<file path="config.mk">
export PLATFORM = sky130hd
export DESIGN_NAME = midi_parser_flat
export DESIGN_NICKNAME = d
export VERILOG_FILES = /design/src/rtl/midi_parser_pkg.sv /design/src/rtl/midi_parser_if.sv /design/src/rtl/midi_parser.sv /design/src/flat_wrapper.sv
export SDC_FILE = /design/constraint.sdc
export NUM_CORES = 1
export LEC_CHECK = 0
export ABC_AREA = 1
export CORE_MARGIN = 2
export CORE_UTILIZATION = 56
export CTS_CLUSTER_DIAMETER = 30
export DETAILED_ROUTE_END_ITERATION = 8
export DONT_BUFFER_PORTS = 1
export GPL_TIMING_DRIVEN = 1
export PLACE_DENSITY = 0.75
export SLEW_MARGIN = 40
export SYNTH_ARGS = -nofsm -noshare
export SYNTH_HDL_FRONTEND = slang
export SYNTH_SLANG_ARGS = --single-unit
</file>
<file path="constraint.sdc">
create_clock -name clk -period 1.3 [get_ports clk]
set_input_delay 0.195 -clock clk [delete_from_list [all_inputs] [get_ports clk]]
set_output_delay 0.195 -clock clk [all_outputs]
set_load 0.02 [all_outputs]
</file>
<file path="src/rtl/midi_parser_pkg.sv">
// Shared MIDI constants, parser state type and the status-byte data-count lookup.
package midi_parser_pkg;

  localparam int unsigned MIDI_CMD_SIZE = 3;

  localparam logic [MIDI_CMD_SIZE-1:0] MIDI_CMD_NOTE_OFF    = 3'd0;
  localparam logic [MIDI_CMD_SIZE-1:0] MIDI_CMD_NOTE_ON     = 3'd1;
  localparam logic [MIDI_CMD_SIZE-1:0] MIDI_CMD_AFTERTOUCH  = 3'd2;
  localparam logic [MIDI_CMD_SIZE-1:0] MIDI_CMD_CC          = 3'd3;
  localparam logic [MIDI_CMD_SIZE-1:0] MIDI_CMD_PATCH_CHG   = 3'd4;
  localparam logic [MIDI_CMD_SIZE-1:0] MIDI_CMD_CH_PRESSURE = 3'd5;
  localparam logic [MIDI_CMD_SIZE-1:0] MIDI_CMD_PITCH_BEND  = 3'd6;
  localparam logic [MIDI_CMD_SIZE-1:0] MIDI_CMD_SYSTEM      = 3'd7;

  localparam logic [7:0] MIDI_SYSEX_START = 8'hF0;
  localparam logic [7:0] MIDI_SYSEX_END   = 8'hF7;

  typedef enum logic [1:0] {
    StIdle,
    StWaitD0,
    StWaitD1,
    StSysex
  } midi_state_e;

  // Number of data bytes that follow a status byte (only meaningful for status bytes).
  function automatic logic [1:0] data_count(input logic [7:0] status);
    logic [1:0] cnt;
    cnt = 2'd0;
    if (status[7:5] == 3'b110) begin
      cnt = 2'd1;                         // 0xC0-0xDF
    end else if (status[7:4] != 4'hF) begin
      cnt = 2'd2;                         // other channel messages
    end else if (status == 8'hF1 || status == 8'hF3) begin
      cnt = 2'd1;
    end else if (status == 8'hF2) begin
      cnt = 2'd2;
    end
    return cnt;
  endfunction

endpackage

</file>
<file path="src/rtl/midi_parser_if.sv">
// Byte input strobe from the UART side and decoded-event outputs towards the voice generators.
interface midi_parser_if;
  import midi_parser_pkg::*;

  logic                     byte_in_rdy;
  logic [7:0]               byte_in;
  logic                     midi_rdy;
  logic [MIDI_CMD_SIZE-1:0] midi_cmd;
  logic [3:0]               midi_ch_sysn;
  logic [6:0]               midi_data0;
  logic [6:0]               midi_data1;

  // Byte source / event consumer side.
  modport master (
    output byte_in_rdy, byte_in,
    input  midi_rdy, midi_cmd, midi_ch_sysn, midi_data0, midi_data1
  );

  // Parser side.
  modport slave (
    input  byte_in_rdy, byte_in,
    output midi_rdy, midi_cmd, midi_ch_sysn, midi_data0, midi_data1
  );
endinterface

</file>
<file path="src/rtl/midi_parser.sv">
// MIDI byte-stream decoder: running status, interleaved real-time, sysex skipping.
// Emits one registered midi_rdy strobe per completed message; outputs hold until next emit.
module midi_parser
  import midi_parser_pkg::*;
#(
  parameter bit VEL0_IS_NOTE_OFF = 1'b1
) (
  input logic          clk,
  input logic          reset,
  midi_parser_if.slave bus
);

  midi_state_e              state_q;
  logic [7:0]               status_q;     // status of the message being assembled
  logic                     run_valid_q;  // status_q is a channel running status
  logic [6:0]               part_d0_q;    // first data byte of a two-byte message

  logic                     rdy_q;
  logic [MIDI_CMD_SIZE-1:0] cmd_q;
  logic [3:0]               ch_q;
  logic [6:0]               d0_q;
  logic [6:0]               d1_q;

  logic [7:0]               b;
  logic                     is_rt;
  logic                     first_data;
  logic [1:0]               cnt;
  logic [MIDI_CMD_SIZE-1:0] cmd_2b;
  midi_state_e              after_msg;

  assign b = bus.byte_in;

  // Decode helpers for the byte currently offered.
  always_comb begin
    is_rt      = (b >= 8'hF8);
    cnt        = data_count(status_q);
    first_data = (state_q == StWaitD0) || ((state_q == StIdle) && run_valid_q);
    after_msg  = run_valid_q ? StWaitD0 : StIdle;
    cmd_2b     = status_q[6:4];
    if (VEL0_IS_NOTE_OFF && (cmd_2b == MIDI_CMD_NOTE_ON) && (b[6:0] == 7'd0)) begin
      cmd_2b = MIDI_CMD_NOTE_OFF;
    end
  end

  // Parser FSM with registered event outputs.
  always_ff @(posedge clk) begin
    if (reset) begin
      state_q     <= StIdle;
      status_q    <= '0;
      run_valid_q <= 1'b0;
      part_d0_q   <= '0;
      rdy_q       <= 1'b0;
      cmd_q       <= '0;
      ch_q        <= '0;
      d0_q        <= '0;
      d1_q        <= '0;
    end else begin
      rdy_q <= 1'b0;
      if (bus.byte_in_rdy) begin
        if (is_rt) begin
          // Real-time bytes pass straight through without touching parser state.
          rdy_q <= 1'b1;
          cmd_q <= MIDI_CMD_SYSTEM;
          ch_q  <= b[3:0];
          d0_q  <= '0;
          d1_q  <= '0;
        end else if (b[7]) begin
          // Any status aborts a partial message or sysex and starts afresh.
          if (b < MIDI_SYSEX_START) begin
            status_q    <= b;
            run_valid_q <= 1'b1;
            state_q     <= StWaitD0;
          end else begin
            run_valid_q <= 1'b0;
            state_q     <= StIdle;
            case (b)
              MIDI_SYSEX_START: state_q <= StSysex;
              8'hF1, 8'hF2, 8'hF3: begin
                status_q <= b;
                state_q  <= StWaitD0;
              end
              8'hF6: begin
                rdy_q <= 1'b1;
                cmd_q <= MIDI_CMD_SYSTEM;
                ch_q  <= b[3:0];
                d0_q  <= '0;
                d1_q  <= '0;
              end
              default: ;  // 0xF4, 0xF5, 0xF7 dropped
            endcase
          end
        end else if (first_data) begin
          if (cnt == 2'd1) begin
            rdy_q   <= 1'b1;
            cmd_q   <= status_q[6:4];
            ch_q    <= status_q[3:0];
            d0_q    <= b[6:0];
            d1_q    <= '0;
            state_q <= after_msg;
          end else begin
            part_d0_q <= b[6:0];
            state_q   <= StWaitD1;
          end
        end else if (state_q == StWaitD1) begin
          rdy_q   <= 1'b1;
          cmd_q   <= cmd_2b;
          ch_q    <= status_q[3:0];
          d0_q    <= part_d0_q;
          d1_q    <= b[6:0];
          state_q <= after_msg;
        end
        // Remaining data bytes (idle without running status, or inside sysex) are discarded.
      end
    end
  end

  assign bus.midi_rdy     = rdy_q;
  assign bus.midi_cmd     = cmd_q;
  assign bus.midi_ch_sysn = ch_q;
  assign bus.midi_data0   = d0_q;
  assign bus.midi_data1   = d1_q;

endmodule

</file>
<file path="src/flat_wrapper.sv">
// flat-port wrapper written by rule: the top's interface ports become plain ports
module midi_parser_flat import midi_parser_pkg::*;
#(
  parameter bit VEL0_IS_NOTE_OFF = 1'b1
)
  (clk, reset, bus_byte_in_rdy, bus_byte_in, bus_midi_rdy, bus_midi_cmd, bus_midi_ch_sysn, bus_midi_data0, bus_midi_data1);
  midi_parser_if bus_i ();
  input logic clk;
  input logic reset;
  input wire logic [$bits(bus_i.byte_in_rdy)-1:0] bus_byte_in_rdy;
  input wire logic [$bits(bus_i.byte_in)-1:0] bus_byte_in;
  output wire logic [$bits(bus_i.midi_rdy)-1:0] bus_midi_rdy;
  output wire logic [$bits(bus_i.midi_cmd)-1:0] bus_midi_cmd;
  output wire logic [$bits(bus_i.midi_ch_sysn)-1:0] bus_midi_ch_sysn;
  output wire logic [$bits(bus_i.midi_data0)-1:0] bus_midi_data0;
  output wire logic [$bits(bus_i.midi_data1)-1:0] bus_midi_data1;
  assign bus_i.byte_in_rdy = bus_byte_in_rdy;
  assign bus_i.byte_in = bus_byte_in;
  assign bus_midi_rdy = bus_i.midi_rdy;
  assign bus_midi_cmd = bus_i.midi_cmd;
  assign bus_midi_ch_sysn = bus_i.midi_ch_sysn;
  assign bus_midi_data0 = bus_i.midi_data0;
  assign bus_midi_data1 = bus_i.midi_data1;
  midi_parser #(.VEL0_IS_NOTE_OFF(VEL0_IS_NOTE_OFF)) u_core (.clk(clk), .reset(reset), .bus(bus_i));
endmodule
</file>
### After elaboration in Yosys (flattened, before gate mapping)

Cells that the tools add are included.

| word-level totals | value |
|---|---|
| memory bits (read-only) | 0 |
| memories kept | 0 |
| bits in latches | 0 |
| register bits | 40 |
| memory bits (writable) | 0 |

| operators by class | value |
|---|---|
| bitwise logic cells | 4 |
| reductions and logical operators | 16 |
| mux-type cells | 48 |
| shift operators | 0 |
| add/subtract/negate cells | 0 |
| $mul | 0 |
| $lt $le $gt $ge | 2 |
| div/mod/pow operators | 0 |
| eq/ne operators | 17 |

Operators by type and width:

| kind | count |
|---|---|
| $mux 7 | 12 |
| $eq 8x8->1 const B | 8 |
| $mux 4 | 7 |
| $mux 3 | 8 |
| $mux 2 | 9 |
| $mux 8 | 2 |
| $reduce_and 5->1 | 2 |
| $mux 1 | 9 |
| $ge 8x8->1 const B | 1 |
| $lt 8x8->1 const B | 1 |
| $logic_not 7->1 | 1 |
| $reduce_and 3->1 | 2 |
| $eq 2x1->1 const B | 2 |
| $ne 4x3->1 const B | 1 |
| $ne 4x4->1 const B | 1 |
| $not 1->1 | 4 |
| $pmux 2 s2 | 1 |
| $reduce_and 4->1 | 1 |
| $reduce_bool 4->1 | 1 |
| $eq 3x1->1 const B | 1 |
| $eq 3x3->1 const B | 1 |
| $ne 3x1->1 const B | 1 |
| $ne 3x2->1 const B | 1 |
| $reduce_bool 3->1 | 1 |
| 7 further kinds | 9 |

### Logic depth before layout (Yosys ltp)

| logic depth | value |
|---|---|
| depth after elaboration | 10 |
| gate-level depth with buffers | 11 |
| mapped depth without buffers | 10 |

### Worst setup path after synthesis

Ideal clock, no wire load.

| path | value |
|---|---|
| path kind | register -> register |
| start | register u_core.state_q[0] |
| end | register u_core.cmd_q[1] (netlist: u_core.bus.midi_cmd[1]) |
| cell stages (with the launch flop) | 10 |
| required time | 1.187 ns |
| path slack | -0.160 ns |
| arrival time | 1.347 ns |
| setup time | 0.113 ns |
| path buffers | 1 |
| cells stage by stage | dfxtp_1 > o21ai_2 > nand2_1 > inv_2 > o21ai_4 > nand2_1 > nor2_4 > buf_6 > nor2_1 > nor2_1 |

| on the way | value |
|---|---|
| word-level cells in the longest chain between the ends | 6 |
| elaborated cells on any way between the ends | 11 |
| those cells by class | 3 x eq/ne; 3 x mux; 5 x reduce/logical |

RTL lines:

| element | RTL line | RTL |
|---|---|---|
| start, declared | midi_parser.sv:13 | `midi_state_e state_q;` |
| start signal, assigned | midi_parser.sv:48 | `state_q <= StIdle;` |
| start signal, assigned | midi_parser.sv:72 | `state_q <= StWaitD0;` |
| start signal, assigned | midi_parser.sv:75 | `state_q <= StIdle;` |
| branches (longest 6 deep; another with $reduce_and 5->1) | n/a |  |
| end signal, assigned | midi_parser.sv:95 | `cmd_q <= status_q[6:4];` |
| end signal, assigned | midi_parser.sv:106 | `cmd_q <= cmd_2b;` |
| end, declared | midi_parser.sv:19 | `logic [MIDI_CMD_SIZE-1:0] cmd_q;` |

Parallel ways; which one is timed is not known.
A chain may end at the register's enable or synchronous reset.

### Final worst setup path

| path | value |
|---|---|
| start | register u_core.state_q[1] |
| end | register u_core.d1_q[5] (netlist: u_core.bus.midi_data1[5]) |

| on the way | value |
|---|---|
| word-level cells in the longest chain between the ends | 6 |
| elaborated cells on any way between the ends | 11 |
| those cells by class | 3 x eq/ne; 3 x mux; 5 x reduce/logical |

RTL lines:

| element | RTL line | RTL |
|---|---|---|
| branches (longest 6 deep; another with $reduce_and 5->1) | n/a |  |
| end signal, assigned | midi_parser.sv:109 | `d1_q <= b[6:0];` |
| end, declared | midi_parser.sv:22 | `logic [6:0] d1_q;` |

Parallel ways; which one is timed is not known.

==> flow_summary.toml <==
[cts]
cts_buffers = 5
clk_pin_slew_worst_paths_ps = 110
cts_root_buf = "clkbuf_4"
htreeDepth = 2
clock_path_buffers = 2
clock_latency_ps = 370
cts_tree = "built"
clock-sinks = 40

[synthesis]
synth_fp_nets = 304
synth_xor_area_frac = 0
ys_warn_count = 0
synth_fa_ha_area_frac = 0
synth_top_family_by_area = "simple AND/OR/NAND/NOR gates"
synth_cell_types = 24
synthCells = 293
synthSimpleGateAreaFrac = 0.347
syn_area_mm2 = 0.00195
synth.avg_cell_area_um2 = 6.65
ys_ff_latch = 40
yosysSeqAreaShare = 0.411
synth_compound_area_frac = 0.137
muxShareOfSynthArea = 0

[drt]
drtIter0Drc = 124
ant_nets = 0
firstDrtPassIters = 4
drt-total-wl_um = 5280
vias = 2022
drc = 0
wl_per_cell_um = 14.0
viasPerCell = 5.38

[worst_setup_path]
required_ps = 1590
startpoint_type = "flip-flop"
endpoint_kind = "flip-flop"
cp.arrival_ps = 1710
crit_type = "flip-flop to flip-flop"
crit_fanout = 7

[global_route]
grt_use_met1 = 0.328
top_usage_layer = "met2"
first_global_vias = 1792
grt_max_degree = 17
grt_pass1_wl_um = 8180
use_met3 = 0.0775
grt_antenna_before_repair = 0
gr-usage-all-layers = 0.261
grt-ovfl-total = 0
grt_use_met2 = 0.428

[cells_and_area]
final_cell_mix = "nand2_1, nor2_1, dfxtp_1"
final_nets = 340
num_antenna_cells = 0
layout.cells.most_common = "nand2_1"
fillers = 284
drive_above_1_share = 0.252
areaGrowthSynthToFinish_pct = 28.0
stdcell_count = 376

[sta]
fin_worst_skew_ps = 20.2
post-route-period-util = 1.09
slew_headroom = 0.787
clock.fmax_mhz = 708
fin_setup_tns_ps = -1560
maxSlewViolCount = 0
hold_viol = 0
worst_slew_pin_slew_ps = 318
min_period_ps = 1410
setup_viol = 24
fin_ws_ps = -112
rsz0062_at_grt = "yes"

[placed_design]
place_congestion = 0.890
hpwlAfterDp_um = 3580
placed_cells = 352
io_buffers = 0

[power]
leakage_nw = 1.13
max-vdd-ir-drop_uv = 696
p_total_mw = 2.95
power_density_mw_per_mm2 = 1180

[die]
io_pins = 33
start_util = 0.584
core_area_mm2 = 0.00334
die_y_um = 63
dieArea_mm2 = 0.00397
rows = 21
die_w_um = 63

[min_path]
min_path_type = "input port to flip-flop"

[flow_run]
cap_violations = 0

[status]
outcome = "finished with violations"
violations = "negative setup slack"
==> logic make-up after synthesis <==
| logic type | after synthesis |
|---|---|
| and+or+nand+nor | 158 |
| buffers and inverters | 48 |
| DFF | 40 |
| AOI/OAI and AO/OA | 47 |
==> flip-flops by register name (all words and copies together) (netlist names) <==
name	flops
u_core.bus.midi_ch_sysn	4
u_core.bus.midi_cmd	3
u_core.bus.midi_data0	7
u_core.bus.midi_data1	7
u_core.bus.midi_rdy	1
u_core.part_d0_q	7
u_core.run_valid_q	1
u_core.state_q	2
u_core.status_q	8
==> synth_stat cells <==
cell type	instances	area [um2]
nand2_2	1	6.26
inv_1	32	120
nor2_2	2	12.5
a21oi_4	1	16.3
nor3_1	2	10.0
clkbuf_1	2	7.51
o21ai_4	1	16.3
o21ai_0	22	110
o21ai_2	1	8.76
buf_6	2	22.5
a21oi_1	19	95.1
nand4_1	17	106
inv_2	3	11.3
nor2_4	1	11.3
buf_1	2	7.51
buf_2	7	35.0
o21a_1	1	7.51
a211oi_1	1	7.51
dfxtp_1	40	801
nand2_1	70	263
nand3_1	9	45.0
nand3_2	2	20.0
nor2_1	54	203
a31oi_1	1	6.26
==> routing by layer <==
layer | wire, um | share of wire
met1 | 2130 | 0.40
met2 | 2560 | 0.49
met3 | 479 | 0.091
met4 | 111 | 0.021
met5 | 0 | 0
==> layout make-up <==
| type | instances | area, um2 | area share |
|---|---|---|---|
| clock buffer | 6 | 41.3 | 0.0165 |
| clock inverter | 2 | 35.0 | 0.0140 |
| inverter | 35 | 136 | 0.0546 |
| multi-input combinational | 206 | 1060 | 0.425 |
| sequential | 40 | 806 | 0.323 |
| tap | 46 | 57.6 | 0.0231 |
| timing repair buffer | 41 | 359 | 0.144 |
==> final timing paths <==
check | from | endpoint | slack [ps] | cells after the start
setup / recovery | u_core.state_q[1] | u_core.bus.midi_data1[5] | -110 | 10
hold / removal | bus_byte_in[1] | u_core.part_d0_q[1] | 4 | 2
setup reg to reg | u_core.state_q[1] | u_core.bus.midi_data1[5] | -110 | 10
hold reg to reg | u_core.part_d0_q[4] | u_core.part_d0_q[4] | 460 | 2
==> what timing repair did <==
item | in CTS | in global routing
endpoints found under the setup margin | 29 | 31
hold endpoints to repair | 8 | 1
gates resized for setup | 12 | 22
buffers inserted | 2 | 5
hold buffers | 6 | 1
pin swaps | 3 | 19
gates cloned | 0 | 2
==> critical path, stage by stage (launching register included) <==
cell,delay [ps]
dfxtp_1,320
inv_2,110
o21ai_4,90
nand2_2,100
inv_4,40
o21ai_4,120
nand2_4,90
nor2_4,170
clkbuf_16,170
nor2_1,40
nor2_1,90
==> report_power, final <==
part	internal, mW	total, mW	switching (mW)	leakage [nW]
Combinational	0.298	0.692	0.394	0.759
Clock	0.403	0.820	0.417	0.0422
Sequential	1.32	1.44	0.121	0.329
Total	2.02	2.95	0.932	1.13
==> metrics by stage <==
stage               setup WS (ps)  utilization  hold WS, ps  area, um2
floorplan                   -37.8            -          264       1980
global placement            -23.0        0.650          265       2170
detailed placement          -71.9        0.650          268       2170
CTS                         -46.7        0.704         22.7       2350
global route                 -185        0.748         7.72       2500
finish                       -112        0.748         4.27       2500
(Power assumes the default switching activity.)
